--- config.mk ---
export PLATFORM = sky130hd
export DESIGN_NAME = muldiv_seq
export DESIGN_NICKNAME = d
export VERILOG_FILES = /design/src/rtl/muldiv_seq.sv
export SDC_FILE = /design/constraint.sdc
export NUM_CORES = 1
export LEC_CHECK = 0
export CAP_MARGIN = 10
export CORE_ASPECT_RATIO = 1.75
export CORE_UTILIZATION = 40
export CTS_BUF_LIST = sky130_fd_sc_hd__clkbuf_4 sky130_fd_sc_hd__clkbuf_8
export CTS_CLUSTER_SIZE = 10
export DETAILED_ROUTE_END_ITERATION = 10
export GPL_ROUTABILITY_DRIVEN = 0
export PLACE_DENSITY = 0.72
export SKIP_LAST_GASP = 1
export SYNTH_ARGS = -nofsm -noshare
export SYNTH_HDL_FRONTEND = slang
export SYNTH_SLANG_ARGS = --single-unit
--- constraint.sdc ---
create_clock -name clk -period 4.4 [get_ports clk]
set_clock_uncertainty 0.15 [all_clocks]
set_input_delay 0.44 -clock clk [delete_from_list [all_inputs] [get_ports clk]]
set_output_delay 0.44 -clock clk [all_outputs]
set_load 0.05 [all_outputs]
--- src/rtl/muldiv_seq.sv ---
// Iterative RV32M multiply/divide sequencer that borrows the core's shared ALU
// for one ADD/SUB per iteration (shift-add multiply, restoring divide).
module muldiv_seq #(
    parameter int XLEN  = 32,
    parameter int CNT_W = 6
) (
    input  logic            clk,
    input  logic            rst,
    input  logic            in_valid,
    output logic            in_ready,
    input  logic [2:0]      in_op,
    input  logic [XLEN-1:0] in_a,
    input  logic [XLEN-1:0] in_b,
    output logic            out_valid,
    input  logic            out_ready,
    output logic [XLEN-1:0] out_result,
    output logic            alu_own,
    output logic [3:0]      alu_ctrl,
    output logic [XLEN-1:0] alu_a,
    output logic [XLEN-1:0] alu_b,
    input  logic [XLEN-1:0] alu_rd,
    input  logic [3:0]      alu_flags
);
    typedef enum logic [2:0] {S_IDLE, S_PREP, S_ITER, S_FIX, S_DONE} state_e;

    localparam logic [3:0] ALU_ADD = 4'b0000;
    localparam logic [3:0] ALU_SUB = 4'b1000;

    state_e           state_q, state_d;
    logic [CNT_W-1:0] cnt_q, cnt_d;
    logic [2:0]       op_q, op_d;
    logic [XLEN-1:0]  a_q, a_d, b_q, b_d;
    logic [XLEN-1:0]  hi_q, hi_d, lo_q, lo_d;   // hi/lo double as rem/quo
    logic [XLEN-1:0]  mc_q, mc_d;               // multiplicand or divisor
    logic [XLEN-1:0]  res_q, res_d;
    logic             sa_q, sa_d, sb_q, sb_d;

    logic              is_div, is_rem, sa_w, sb_w, ovf_w, carry;
    logic [XLEN-1:0]   abs_a, abs_b, t_w;
    logic [2*XLEN-1:0] prod_fix;
    logic              unused_flags;

    assign is_div = op_q[2];
    assign is_rem = op_q[1];
    assign sa_w   = a_q[XLEN-1] & (op_q inside {3'b001, 3'b010, 3'b100, 3'b110});
    assign sb_w   = b_q[XLEN-1] & (op_q inside {3'b001, 3'b100, 3'b110});
    assign abs_a  = sa_w ? -a_q : a_q;
    assign abs_b  = sb_w ? -b_q : b_q;
    assign ovf_w  = is_div & ~op_q[0] & (a_q == {1'b1, {(XLEN-1){1'b0}}}) & (b_q == '1);
    assign carry  = alu_flags[1];
    assign t_w    = {hi_q[XLEN-2:0], lo_q[XLEN-1]};
    assign unused_flags = ^{alu_flags[3:2], alu_flags[0]};

    always_comb begin
        state_d  = state_q;
        cnt_d    = cnt_q;
        op_d     = op_q;
        a_d      = a_q;
        b_d      = b_q;
        hi_d     = hi_q;
        lo_d     = lo_q;
        mc_d     = mc_q;
        res_d    = res_q;
        sa_d     = sa_q;
        sb_d     = sb_q;
        alu_own  = 1'b0;
        alu_ctrl = ALU_ADD;
        alu_a    = '0;
        alu_b    = '0;
        prod_fix = {hi_q, lo_q};
        case (state_q)
            S_IDLE: begin
                if (in_valid) begin
                    op_d    = in_op;
                    a_d     = in_a;
                    b_d     = in_b;
                    state_d = S_PREP;
                end
            end
            S_PREP: begin
                sa_d    = sa_w;
                sb_d    = sb_w;
                mc_d    = abs_b;
                cnt_d   = '0;
                hi_d    = '0;
                lo_d    = abs_a;
                state_d = S_ITER;
                // Divide corner cases bypass the iteration entirely
                if (is_div && b_q == '0) begin
                    res_d   = is_rem ? a_q : '1;
                    state_d = S_DONE;
                end else if (ovf_w) begin
                    res_d   = is_rem ? '0 : a_q;
                    state_d = S_DONE;
                end
            end
            S_ITER: begin
                alu_own = 1'b1;
                if (!is_div) begin
                    alu_a = hi_q;
                    alu_b = mc_q;
                    if (lo_q[0]) {hi_d, lo_d} = {carry, alu_rd, lo_q[XLEN-1:1]};
                    else         {hi_d, lo_d} = {1'b0, hi_q, lo_q[XLEN-1:1]};
                end else begin
                    alu_ctrl = ALU_SUB;
                    alu_a    = t_w;
                    alu_b    = mc_q;
                    // 33-bit {top,t} >= divisor: either top set or no borrow
                    if (hi_q[XLEN-1] | ~carry) begin
                        hi_d = alu_rd;
                        lo_d = {lo_q[XLEN-2:0], 1'b1};
                    end else begin
                        hi_d = t_w;
                        lo_d = {lo_q[XLEN-2:0], 1'b0};
                    end
                end
                cnt_d = cnt_q + 1'b1;
                if (cnt_q == CNT_W'(XLEN-1)) state_d = S_FIX;
            end
            S_FIX: begin
                if (!is_div) begin
                    if (sa_q ^ sb_q) prod_fix = -{hi_q, lo_q};
                    res_d = (op_q[1:0] == 2'b00) ? prod_fix[XLEN-1:0] : prod_fix[2*XLEN-1:XLEN];
                end else if (is_rem) begin
                    res_d = sa_q ? -hi_q : hi_q;
                end else begin
                    res_d = (sa_q ^ sb_q) ? -lo_q : lo_q;
                end
                state_d = S_DONE;
            end
            S_DONE: begin
                if (out_ready) state_d = S_IDLE;
            end
            default: state_d = S_IDLE;
        endcase
    end

    always_ff @(posedge clk) begin
        if (rst) begin
            state_q <= S_IDLE;
            cnt_q   <= '0;
            op_q    <= '0;
            a_q     <= '0;
            b_q     <= '0;
            hi_q    <= '0;
            lo_q    <= '0;
            mc_q    <= '0;
            res_q   <= '0;
            sa_q    <= 1'b0;
            sb_q    <= 1'b0;
        end else begin
            state_q <= state_d;
            cnt_q   <= cnt_d;
            op_q    <= op_d;
            a_q     <= a_d;
            b_q     <= b_d;
            hi_q    <= hi_d;
            lo_q    <= lo_d;
            mc_q    <= mc_d;
            res_q   <= res_d;
            sa_q    <= sa_d;
            sb_q    <= sb_d;
        end
    end

    assign in_ready   = (state_q == S_IDLE);
    assign out_valid  = (state_q == S_DONE);
    assign out_result = res_q;

endmodule

After elaboration in Yosys (flattened, before gate mapping)
Cells that the tools add are included.
Widths: inputs -> output; s select.
{"block": "totals", "register_bits": 206, "input_bits": 107, "elab_cells": 86}
{"block": "op_classes", "add_sub_neg": 6, "eq_ne": 15, "n_mux": 34, "n_bitwise": 9, "reduce_logical": 11}
{"op": "$mux 32", "count": 19}
{"op": "$pmux 32 s2", "count": 3}
{"op": "$neg 32->32", "count": 4}
{"op": "$eq 32x32->1 const B", "count": 2}
{"op": "$mux 64", "count": 1}
{"op": "$neg 64->64", "count": 1}
{"op": "$logic_not 32->1", "count": 1}
{"op": "$mux 3", "count": 5}
{"op": "$pmux 3 s5", "count": 1}
{"op": "$pmux 6 s2", "count": 1}
{"op": "$eq 3x2->1 const B", "count": 3}
{"op": "$eq 3x3->1 const B", "count": 3}
{"op": "$mux 4", "count": 2}
{"op": "$add 6x1->6 const B", "count": 1}
{"op": "$eq 3x1->1 const B", "count": 2}
{"op": "$eq 6x5->1 const B", "count": 1}
{"op": "$and 1x1->1", "count": 5}
{"op": "$ne 2x2->1 const B", "count": 2}
{"op": "$reduce_and 2->1", "count": 2}
{"op": "$reduce_bool 2->1", "count": 2}
{"op": "$reduce_bool 4->1", "count": 1}
{"op": "$logic_not 3->1", "count": 1}
{"op": "$ne 3x3->1 const B", "count": 1}
{"op": "$reduce_and 3->1", "count": 1}
{"op": "8 further kinds", "count": 10}

Depth between registers and ports, before layout
Gate-level depths: netlist of run 1.
{"block": "depth", "ltp_word": 7, "depth_mapped": 11, "depth_no_buf": 9}

Worst setup path after synthesis of run 1
No wires, ideal clock.
{"block": "synth_path", "path_type": "reg-to-reg", "startpoint": "register lo_q[4]", "endpoint": "register res_q[13], in the netlist out_result[13]", "setup_time_ps": 138, "t_arrival_ps": 2790, "path_slack_ps": 1323, "stages_incl_launch_ff": 12, "path_buffers": 4, "period_less_slack_ps": 3077, "cell_sequence": "dfxtp_1 buf_6 or4_4 buf_6 or4_4 buf_6 or3_1 buf_6 o21ai_2 xnor2_1 a222oi_1 a211oi_1"}
{"block": "synth_between", "elab_chain_len": 5, "elab_cells_between_ends": 8, "cone_classes": "add/sub: 2; mux: 6"}
{"element": "start: declaration", "line": "33", "text": "logic [XLEN-1:0] hi_q, hi_d, lo_q, lo_d;"}
{"element": "start signal: assignment", "line": "158", "text": "lo_q <= lo_d;"}
{"element": "$neg 64->64 / $neg 32->32 (equally long branches)", "line": "122, 127"}
{"element": "$mux 64 / $mux 32 (equally long branches)", "line": "122, 127"}
{"element": "$mux 32, on equally long branches", "line": "123, 124"}
{"element": "$mux 32 *", "line": "121", "text": "if (!is_div) begin"}
{"element": "$pmux 32 s2 *", "line": "71", "text": "case (state_q)"}
{"element": "end signal: assignment", "line": "160", "text": "res_q <= res_d;"}
{"element": "end: declaration", "line": "35", "text": "logic [XLEN-1:0] res_q, res_d;"}
Every way passes the cells marked *; elsewhere a longest branch is shown, timed or not.
A chain may end at the register's enable or synchronous reset.

Final worst setup path of run 1
{"block": "layout_path", "startpoint": "register b_q[1]", "endpoint": "register res_q[10], in the netlist out_result[10]"}
{"block": "layout_between", "elab_chain_len": 4, "elab_cells_between_ends": 8, "cone_classes": "eq/ne: 2; mux: 2; bitwise: 1; reduce/logical: 3"}
{"element": "start: declaration", "line": "32", "text": "logic [XLEN-1:0] a_q, a_d, b_q, b_d;"}
{"element": "start signal: assignment", "line": "144", "text": "b_q <= '0;"}
{"element": "start signal: assignment", "line": "156", "text": "b_q <= b_d;"}
{"element": "$eq 32x32->1 / $logic_not 32->1 (equally long branches)", "line": "49, 89"}
{"element": "$and 1x1->1 / $logic_and 1x1->1 (equally long branches)", "line": "49, 89"}
{"element": "$ne 3x3->1 (no line) / $mux 32 (equally long branches)"}
{"element": "$reduce_and 2->1 (no line) / $pmux 32 s2 (equally long branches)"}
Parallel ways exist; a longest one is shown, timed or not.

==> results of run 1 <==
-- critical path, cell delays in order (launching register included) --
cell and delay [ns]:
dfxtp_1 0.37, inv_1 0.10, ha_1 0.22, nor3b_1 0.45, nand4_1 0.38, o31ai_2 0.29, buf_4 0.32, o21ai_0 0.17
o21ai_0 0.73, o211ai_1 0.22, a21oi_1 0.16
-- path summary, 6_finish.rpt --
check | from | to | slack [ns] | cells after the start
max | b_q[1]$_SDFFE_PP0P_ | out_result[10]$_SDFFE_PP0P_ | 0.77 | 10
min | rst | hi_q[31]$_SDFFE_PP0P_ | 0.17 | 2
max reg2reg | b_q[1]$_SDFFE_PP0P_ | out_result[10]$_SDFFE_PP0P_ | 0.77 | 10
min reg2reg | mc_q[0]$_SDFFE_PP0P_ | mc_q[0]$_SDFFE_PP0P_ | 0.30 | 2
-- state kept, by name, indices dropped and copies added (netlist names) --
signal,flops
state_q,3
sa_q,1
out_result,32
op_q,3
hi_q,32
lo_q,32
mc_q,32
b_q,32
a_q,32
cnt_q,6
sb_q,1
-- layout by cell type, fill, tap and decap left out, types with 24 or more instances in the layout --
cell / Yosys / layout
nor4_1: 33 / 33
mux2i_1: 121 / 121
o21ai_0: 71 / 70
nor2_1: 202 / 199
a21oi_1: 156 / 156
or3_1: 25 / 25
nor3_1: 46 / 45
nand2_1: 294 / 292
clkbuf_8: 0 / 39
and3_1: 39 / 39
xor2_1: 71 / 70
a211oi_1: 93 / 93
dfxtp_1: 206 / 204
o31ai_1: 27 / 26
or4_1: 27 / 27
buf_4: 3 / 74
nand3_1: 24 / 24
xnor2_1: 61 / 60
a32oi_1: 33 / 33
clkdlybuf4s50_1: 0 / 168
-- power breakdown --
part / total [mW] / internal, mW / switching (mW)
Combinational: 1.46 / 0.535 / 0.922
Sequential: 2.17 / 1.97 / 0.198
Clock: 1.77 / 0.931 / 0.841
Total: 5.40 / 3.44 / 1.96
-- area by class of cell --
cell class,count,area share
multi-input combinational,1551,0.5513
sequential,206,0.2389
timing repair buffer,245,0.1324
clock buffer,53,0.03714
tap,465,0.03366
inverter,18,0.003909
clock inverter,6,0.002244
antenna,3,0.0004343
-- Yosys cell counts, drive strengths merged (16+ instances only) --
cell type,n
nand2,294
dfxtp,206
nor2,202
clkbuf,176
a21oi,156
mux2i,121
a211oi,93
o21ai,80
xor2,71
xnor2,61
nor3,47
and3,39
buf,39
nor4,34
a32oi,33
or4,29
o31ai,28
or3,25
nand3,24
o41ai,19
nand4,18
o211ai,18
a31oi,16
inv,16
nor2b,16
-- cell families after synthesis --
logic type / share of synthesized area
buf+inv: 0.06365
compound gates: 0.2360
xor+xnor: 0.07970
other cells: 0.0002585
fa+ha+maj: 0.005865
simple gates: 0.2452
flops: 0.2843
mux: 0.08504
-- per-layer routing --
layer,track usage,up-vias,part of all wire
met4,0.2108,0,0.078
met3,0.05601,254,0.085
met5,0,-,0
li1,-,7299,-
met1,0.3097,7283,0.35
met2,0.4886,839,0.48
==> results.cfg, run 1 <==
[cts]
cts_buffers = 34
cts-root-buf = clkbuf_8
numClockSinks = 206
htree_levels = 2
clk_path_buf_depth = 3
postCtsSetupBuffers = 0
cts_tree = yes
cts_hold_buf = 0
insertion_delay_ns = 0.59
cts-resized-gates = 0
clkTransAtPathRegs_ns = 0.06

[detailed_routing]
wl_per_cell_um = 21.09
wl_um = 53730
num_vias = 15680
viasPerCell = 6.154
first_iter_violations = 1504
drtAntennaViolNets = 0
first_pass_iters = 8
route.detailed.drc = 0

[logic_synthesis]
yosysSeqAreaShare = 0.2843
ys_ff_latch = 206
synth_area_um2 = 14510
syn_inst = 1988
avgSynthCellArea_um2 = 7.297
synth_top_area_share = 0.2843
yosys-top-cells-area = dfxtp_1, mux2i_1, nand2_1
yosysWarningCount = 0
async_flop_share = 0
synth_top_area_cell = dfxtp_1
synth_edf_count = 0
synth.distinct_cells = 74
yosys_most_used_dff = dfxtp_1

[global_route]
grt_overflow = 0
grt_util_all_layers = 0.2842
grt_pass1_vias = 14820
grt_max_degree = 111
grt_pass1_wl_um = 82750
antenna_found_initial = 1

[critical_path]
critical_path_class = flop to flop
end_kind = flop
critPathLaunchType = flop
critPathMaxFanout = 30
worstPathRequired_ns = 4.77
crit_arrival_ns = 4.00

[cells_and_area]
fin_util = 0.4865
syn2layout_area_growth_pct = 19.15
stdcell_area_um2 = 17280
fillCellCount = 3540
multiInputGateArea_um2 = 9529
num-nets-final = 2169
stdcell_count = 2547
area.sequential_um2 = 4129
drive_above_1_share = 0.08562

[sta]
fin_tns_setup_ns = 0
finalMaxSlewViolations = 0
fin_hold_ws_ns = 0.1734
min_period_ns = 3.628
worst_slew_pin_slew_ns = 1.125
slew_headroom = 0.2499
fin_ws_ns = 0.7717
hold_viol = 0
rsz0062_at_grt = no
finalSetupViolations = 0
fin_crit_sh = 0.8246
fmax_mhz = 275.6

[floorplanning]
io_pins = 210
die_h_um = 253.9
die_area_um2 = 37060
coreArea_um2 = 35520
rows = 91
die_x_um = 146.0
initial_core_util = 0.4084

[flow_run]
max_cap_violations = 0

[power]
leakage_nw = 6.308
total_power_mw = 5.401
pwr_density_cell_nw_per_um2 = 312.5
ir_worst_vdd_v = 0.0001764

[placed_design]
dp_hpwl_um = 37800
port_buffers = 203
dp.cells = 2485
pre_cts_ws_ns = 1.004
placed_cell_area_um2 = 16600

[outcome]
status = completed

[worst_hold_path]
hold_class = input pin to flop
Power figures use the tool's default switching activity.
==> run 2: changes to the inputs <==
Clock period 4.4 ns to 3.5 ns, I/O delays scaled along.
==> run 2 against run 1 <==
Global-route usage down 0.63 points. First-iteration DRC count down 4.2%. Die area unchanged. Routed wire length down 0.71%. Hold slack worse by 0.059 ns. Critical path depth down 2. Critical path type unchanged. Utilization up 2.2 points.
==> results.cfg, run 2 (synthesis results as in run 1) <==
[outcome]
status = completed

[sta]
fin_hold_ws_ns = 0.1146
fin_ws_ns = 0.2411
fin_crit_sh = 0.9311
hold_viol = 0
fin_tns_setup_ns = 0
finalSetupViolations = 0
worst_slew_pin_slew_ns = 1.107
min_period_ns = 3.259
fmax_mhz = 306.9
slew_headroom = 0.2621
rsz0062_at_grt = no
finalMaxSlewViolations = 0

[cts]
cts_buffers = 31
insertion_delay_ns = 0.63
cts_tree = yes
clkTransAtPathRegs_ns = 0.07
cts-root-buf = clkbuf_8
htree_levels = 1
numClockSinks = 206
cts_hold_buf = 0
clk_path_buf_depth = 3
postCtsSetupBuffers = 0

[power]
p_clk_frac = 0.336
p_int_mw = 4.537
ir_worst_vdd_v = 0.0002893
p_comb_frac = 0.280
power.switching_mw = 2.470
p_seq_frac = 0.384
p_sw_frac = 0.3525
total_power_mw = 7.006
leakage_nw = 6.701
pwr_density_cell_nw_per_um2 = 387.9

[floorplanning]
die_h_um = 253.9
coreArea_um2 = 35520
rows = 91
die_area_um2 = 37060
initial_core_util = 0.4084
io_pins = 210
die_x_um = 146.0

[placed_design]
dp_hpwl_um = 38460
dp.cells = 2528
pre_cts_ws_ns = 0.3012
placed_cell_area_um2 = 17310
port_buffers = 203

[detailed_routing]
wl_per_cell_um = 20.62
wl_um = 53340
route.detailed.drc = 0
first_pass_iters = 6
first_iter_violations = 1441
num_vias = 15780
viasPerCell = 6.098
drtAntennaViolNets = 0

[critical_path]
worstPathCellList = or4_1 -> or4_4 -> or3_1 -> buf_4 -> o32ai_1 -> o21ai_0 -> a21oi_1 -> o21ai_1
crit_arrival_ns = 3.63
critPathMaxStageDelay_ns = 0.59
critical_path_class = flop to flop
critPathLaunchType = flop
critPathSlowestCell = or4_4
worstPathRequired_ns = 3.87
critPathMaxFanout = 8
end_kind = flop

[cells_and_area]
stdcell_count = 2587
multiInputGateArea_um2 = 9524
area.sequential_um2 = 4129
fillCellCount = 3412
stdcell_area_um2 = 18060
fin_util = 0.5084
num-nets-final = 2209
syn2layout_area_growth_pct = 24.50
final_cell_mix = nand2_1, dfxtp_1, nor2_1
drive_above_1_share = 0.1132
final_common_cell = nand2_1

[global_route]
grt_max_degree = 130
grt_overflow = 0
gr-usage-met3 = 0.04758
antenna_found_initial = 1
grt_util_met2 = 0.4798
busiest_layer = met2
met1_usage = 0.2912
grt_util_all_layers = 0.2779
grt_pass1_wl_um = 81650
grt_pass1_vias = 14780

[worst_hold_path]
hold_class = input pin to flop

[flow_run]
max_cap_violations = 0
## run 2: power groups by stage
stage	Sequential (mW)	Clock (mW)	Combinational, mW
4_1_cts	2.68	2.38	1.92
3_5_place_dp	2.73	0	1.91
2_1_floorplan	2.65	0	1.30
5_1_grt	2.70	2.48	2.10
3_3_place_gp	2.73	0	1.88
6_report	2.69	2.35	1.96
## run 2: critical path, delay by kind of cell (launching register included)
kind                   cells  cell delay [ns]
AND/OR/NAND/NOR            3             1.62
AO/OA/AOI/OAI              4             0.82
flip-flops                 1             0.39
buffers and inverters      1             0.18
## run 2: area by class of cell
type                       instances  area share
antenna                            1   0.0001386
sequential                       206      0.2286
multi-input combinational       1551      0.5273
inverter                          18    0.003741
clock inverter                    14    0.009075
clock buffer                      44     0.03214
tap                              465     0.03221
timing repair buffer             288      0.1667
## run 2: path summary, 6_finish.rpt
check	from	end	slack (ns)	cells past startpoint
setup / recovery	lo_q[10]$_SDFFE_PP0P_	out_result[9]$_SDFFE_PP0P_	0.24	8
hold / removal	in_b[12]	b_q[12]$_SDFFE_PP0P_	0.11	3
setup reg to reg	lo_q[10]$_SDFFE_PP0P_	out_result[9]$_SDFFE_PP0P_	0.24	8
hold reg to reg	out_result[16]$_SDFFE_PP0P_	out_result[16]$_SDFFE_PP0P_	0.31	2
## run 2: routing by layer
metal / share of wire / routed length [um] / vias to the layer above
li1: - / - / 7363
met5: 0 / 0 / -
met4: 0.092 / 4921 / 0
met3: 0.082 / 4365 / 244
met1: 0.34 / 18400 / 7298
met2: 0.48 / 25660 / 871
## run 2: what timing repair did
item	in CTS	in global routing
gates resized for setup	0	1
setup endpoints to repair	0	1
hold endpoints to repair	0	0
==> run 3: changes to the inputs <==
Settings changed: CTS_CLUSTER_SIZE 10 to 14.
==> results of run 3 <==
The final DEF is identical to that of run 2; final timing and power are the same.
